**config.mk**
```make
export PLATFORM = sky130hd
export DESIGN_NAME = ps2_rx_frame
export DESIGN_NICKNAME = d
export VERILOG_FILES = /design/src/rtl/ps2_rx_frame.sv
export SDC_FILE = /design/constraint.sdc
export NUM_CORES = 1
export LEC_CHECK = 0
export ABC_CLOCK_PERIOD_IN_PS = 2300
export CORE_MARGIN = 5
export CORE_UTILIZATION = 60
export CTS_BUF_LIST = sky130_fd_sc_hd__clkbuf_8
export CTS_CLUSTER_DIAMETER = 40
export DETAILED_ROUTE_END_ITERATION = 10
export PLACE_DENSITY_LB_ADDON = 0.08
export SETUP_SLACK_MARGIN = 0.02
export SKIP_CTS_REPAIR_TIMING = 1
export SLEW_MARGIN = 20
export SYNTH_ARGS = -nofsm -noshare
export SYNTH_HDL_FRONTEND = slang
export SYNTH_SLANG_ARGS = --single-unit
export TNS_END_PERCENT = 10
```
**constraint.sdc**
```tcl
create_clock -name clk -period 2.3 [get_ports clk]
set_clock_uncertainty 0.15 [all_clocks]
set_input_delay 0.345 -clock clk [delete_from_list [all_inputs] [get_ports clk]]
set_output_delay 0.345 -clock clk [all_outputs]
set_load 0.05 [all_outputs]
```
**src/rtl/ps2_rx_frame.sv**
```systemverilog
// PS/2 keyboard receiver: glitch-filters the keyboard clock, deserialises one
// 11-bit frame (start, 8 data LSB-first, odd parity, stop) and pulses the scan code out.
module ps2_rx_frame #(
  parameter int unsigned FILTER_LEN     = 8,
  parameter int unsigned TIMEOUT_CYCLES = 50000
) (
  input  logic       clk,
  input  logic       rst,
  input  logic       ps2c,
  input  logic       ps2d,
  input  logic       rx_en,
  output logic [7:0] dout,
  output logic       rx_done_tick,
  output logic       parity_err,
  output logic       frame_err,
  output logic       timeout_tick
);

  localparam int unsigned CNT_W   = $clog2(TIMEOUT_CYCLES);
  localparam int unsigned FRAME_W = 11;
  localparam int unsigned BCNT_W  = 4;

  typedef enum logic [1:0] {
    IDLE = 2'd0,
    DPS  = 2'd1,
    LOAD = 2'd2
  } state_e;

  logic [FILTER_LEN-1:0] filt_q, filt_d;
  logic                  filtered_q, filtered_d;
  logic                  fall_q, fall_d;
  logic [1:0]            sync_q;
  logic                  ps2d_s;

  state_e                state_q, state_d;
  logic [BCNT_W-1:0]     n_q, n_d;
  logic [FRAME_W-1:0]    b_q, b_d;
  logic [CNT_W-1:0]      cnt_q, cnt_d;
  logic [7:0]            dout_q, dout_d;
  logic                  done_q, done_d;
  logic                  perr_q, perr_d;
  logic                  ferr_q, ferr_d;
  logic                  to_q, to_d;

  assign ps2d_s = sync_q[1];

  // Clock filter: output only moves once FILTER_LEN consecutive samples agree.
  always_comb begin
    filt_d     = {ps2c, filt_q[FILTER_LEN-1:1]};
    filtered_d = filtered_q;
    if (&filt_q) begin
      filtered_d = 1'b1;
    end else if (~|filt_q) begin
      filtered_d = 1'b0;
    end
    fall_d = filtered_q & ~filtered_d;
  end

  // Completion outputs are registered on the DPS->LOAD edge so they are high while in LOAD.
  always_comb begin
    state_d = state_q;
    n_d     = n_q;
    b_d     = b_q;
    cnt_d   = '0;
    dout_d  = dout_q;
    done_d  = 1'b0;
    perr_d  = 1'b0;
    ferr_d  = 1'b0;
    to_d    = 1'b0;
    case (state_q)
      IDLE: begin
        if (fall_q && rx_en && !ps2d_s) begin
          state_d = DPS;
          b_d     = {ps2d_s, b_q[FRAME_W-1:1]};
          n_d     = BCNT_W'(9);
        end
      end
      DPS: begin
        if (cnt_q == CNT_W'(TIMEOUT_CYCLES - 1)) begin
          // A coincident fall_tick is dropped with the stalled frame.
          state_d = IDLE;
          to_d    = 1'b1;
        end else if (fall_q) begin
          b_d = {ps2d_s, b_q[FRAME_W-1:1]};
          if (n_q == '0) begin
            state_d = LOAD;
            done_d  = 1'b1;
            dout_d  = b_d[8:1];
            perr_d  = ~^b_d[9:1];
            ferr_d  = ~b_d[10];
          end else begin
            n_d = n_q - BCNT_W'(1);
          end
        end else begin
          cnt_d = cnt_q + CNT_W'(1);
        end
      end
      LOAD: begin
        state_d = IDLE;
      end
      default: begin
        state_d = IDLE;
      end
    endcase
  end

  always_ff @(posedge clk or negedge rst) begin
    if (!rst) begin
      filt_q     <= '1;
      filtered_q <= 1'b1;
      fall_q     <= 1'b0;
      sync_q     <= 2'b11;
      state_q    <= IDLE;
      n_q        <= '0;
      b_q        <= '0;
      cnt_q      <= '0;
      dout_q     <= '0;
      done_q     <= 1'b0;
      perr_q     <= 1'b0;
      ferr_q     <= 1'b0;
      to_q       <= 1'b0;
    end else begin
      filt_q     <= filt_d;
      filtered_q <= filtered_d;
      fall_q     <= fall_d;
      sync_q     <= {sync_q[0], ps2d};
      state_q    <= state_d;
      n_q        <= n_d;
      b_q        <= b_d;
      cnt_q      <= cnt_d;
      dout_q     <= dout_d;
      done_q     <= done_d;
      perr_q     <= perr_d;
      ferr_q     <= ferr_d;
      to_q       <= to_d;
    end
  end

  assign dout         = dout_q;
  assign rx_done_tick = done_q;
  assign parity_err   = perr_q;
  assign frame_err    = ferr_q;
  assign timeout_tick = to_q;

endmodule

```
==> flow_metrics.py <==
metrics = {
    "yosys": {
        "synth.yosys.seq_area_share_pct": 58.3,
        "yosysUniqueCellTypes": 40,
        "synth_fp_nets": 195,
        "yosysTopAreaCell": "dfrtp_1",
        "synthCells": 187,
        "syn_area_sq_um": 2380,
        "synth_warnings": 0,
        "synth_common_cells": "dfrtp_1 (44), nor2_1 (18), mux2_4 (15)",
        "synth_top_flop_cell": "dfrtp_1",
        "synth_edf_count": 0,
        "ys_seq_elements": 55,
        "async_flop_share_pct": 100,
        "synth.most_common_cell": "dfrtp_1",
        "synth_top_area_share_pct": 46.2,
        "syn_avg_cell_area_sq_um": 12.7,
        "synthTopCellsByArea": "dfrtp_1 (46%), dfstp_2 (12%), mux2_4 (9.4%)",
    },
    "timing": {
        "finalHoldViolCount": 0,
        "finalHoldWorstSlack_ps": 220,
        "period_needed_ps": 2180,
        "slew_violations": 0,
        "tightestPinTransition_ps": 518,
        "final.setup.tns_ps": 0,
        "setup_violations": 0,
        "slew_headroom_pct": 65.4,
        "final.period_utilization_pct": 95.0,
        "max_freq_mhz": 458,
        "rsz0062_at_grt": "yes",
        "final.setup.worst_slack_ps": 116,
    },
    "detailed_routing": {
        "drt_drc_violations_left": 0,
        "wl_um": 3890,
        "drtAntennaViolNets": 0,
        "drt_first_pass_iters": 4,
        "avgRoutedWirePerCell_um": 14.9,
        "viasPerCell": 5.61,
        "first_iter_violations": 86,
        "via_count": 1463,
    },
    "floorplanning": {
        "io_pins": 17,
        "core_sq_um": 3910,
        "die_width_um": 73.0,
        "dieArea_sq_um": 5330,
        "initial_core_util_pct": 60.9,
        "fp.dieH_um": 73.0,
        "rows": 23,
    },
    "setup_path": {
        "startpoint_type": "flip-flop",
        "cp_cell_sequence": "inv_1, ha_1, nor3b_1, nand2_1, or3_4, mux2_1",
        "slowest_stage": "or3_4",
        "cp-end-kind": "flip-flop",
        "crit_type": "reg2reg",
        "crit_required_ps": 2340,
        "arrival_ps": 2230,
        "worstPathMaxFanout": 12,
        "crit_path_max_incr_delay_ps": 460,
    },
    "status": {
        "outcome": "finished, final reports clean",
    },
    "clock_network": {
        "htreeDepth": 2,
        "cts_buffer_depth": 2,
        "cts_root_buf": "clkbuf_8",
        "cts_tree": "yes",
        "clkLatencyLatePin_ps": 300,
        "clk_pin_slew_worst_paths_ps": 90,
        "cts_inserted_buffers": 5,
        "clock-sinks": 55,
    },
    "finish": {
        "area_growth_pct": 14.0,
        "insertedDiodeCount": 0,
        "fin_nets": 218,
        "fillCellCount": 294,
        "drive_gt1_share_pct": 20.9,
    },
    "pwr": {
        "vdd_ir_drop_max_mv": 0.403,
        "leakage_nw": 1.27,
        "p_per_area_nw_per_um2": 684,
    },
    "grt": {
        "grt_usage_pct": 16.4,
        "grt_pass1_vias": 1510,
        "overflow": 0,
        "grt_pass1_wl_um": 6700,
        "antenna_found_initial": 0,
        "grt_max_degree": 43,
    },
    "place": {
        "post-place-ws_ps": 52.4,
        "io_buffers": 16,
        "place.gp.congestion": 0.772,
        "dp_hpwl_um": 2780,
    },
    "flow_run": {
        "cap_violations": 0,
    },
    "min_path": {
        "hp-class": "reg2reg",
    },
}
report_power, final:
| group | internal [mW] | total (mW) | leakage [nW] | switching [mW] |
|---|---|---|---|---|
| Clock | 0.215 | 0.507 | 0.0483 | 0.293 |
| Combinational | 0.108 | 0.215 | 0.520 | 0.108 |
| Sequential | 1.05 | 1.14 | 0.697 | 0.0849 |
layout make-up:
type	count	area (sq um)	area share (%)
flip-flops and latches	55	1390	51.2
repair buffers	19	205	7.55
clock buffers	5	68.8	2.53
multi-input cells	123	950	34.9
well taps	50	62.6	2.30
clock inverters	3	18.8	0.691
inverters	6	22.5	0.829
critical path: cells and delay by family (launching register included):
kind | cells | cell delay, ps
flops | 1 | 390
simple gates | 3 | 960
buf+inv | 1 | 100
mux | 1 | 340
fa+ha+maj | 1 | 140
path summary, 6_finish.rpt:
path                           start        end  slack, ps  cells after the start
setup reg to reg              n_q[1]    dout[7]        120                      6
max in group asynchronous        rst  filt_q[1]       1090                      3
min in group asynchronous        rst     b_q[3]        320                      2
hold reg to reg            sync_q[0]  sync_q[1]        220                      0
hold / removal             sync_q[0]  sync_q[1]        220                      0
setup / recovery              n_q[1]    dout[7]        120                      6
sequential cells by signal, summed over array words and instances (netlist names):
signal and cells:
dout 8, parity_err 1, timeout_tick 1, n_q 4
b_q 9, filt_q 8, frame_err 1, fall_q 1
filtered_q 1, rx_done_tick 1, cnt_q 16, sync_q 2
state_q 2
kinds of logic (layout without fill, tap and decap cells):
family,Yosys count,after routing,share of synthesized area (%)
compound gates,15,15,4.46
xor+xnor,20,20,7.35
fa+ha+maj,3,3,1.57
buf+inv,9,33,1.84
flops,55,55,58.3
mux,18,18,10.9
simple gates,67,67,15.6
stage by stage:
step                cell area, sq um  cells  total power [mW]  util, %
floorplan                       2380    187              1.30        -
global placement                2600    251              1.36     66.4
detailed placement              2600    251              1.37     66.4
CTS                             2690    259              1.89     68.7
global route                    2720    261              1.97     69.4
finish                          2720    261              1.86     69.4
routing by layer:
metal  vias to the layer above  wire [um]  track usage [%]
li1                        690          -                -
met4                         0         30             6.97
met1                       741       1680             19.6
met2                        30       2010             27.7
met5                         -          0                0
met3                         2        170             4.68
cell usage in the layout, fill, tap and decap left out, drive strengths merged:
cell type,synthesis,final
dfrtp,44,44
nor2,19,19
mux2,18,18
clkdlybuf4s50,0,15
xnor2,11,11
dfstp,11,11
xor2,9,9
nand2,9,9
inv,6,7
nand3,6,6
nor3,5,5
clkbuf,0,5
and4,5,5
or3,5,5
nand4,4,4
a21oi,4,4
o21ai,4,4
nand2b,3,3
and3,3,3
ha,3,3
buf,3,3
nor2b,2,2
a21boi,2,2
clkinv,0,2
and4bb,1,1
nor4bb,1,1
nor4,1,1
a41oi,1,1
and2,1,1
nor3b,1,1
a211oi,1,1
a221oi,1,1
o21a,1,1
nand4b,1,1
o22ai,1,1
dlygate4sd3,0,1
(Power assumes the default switching activity.)
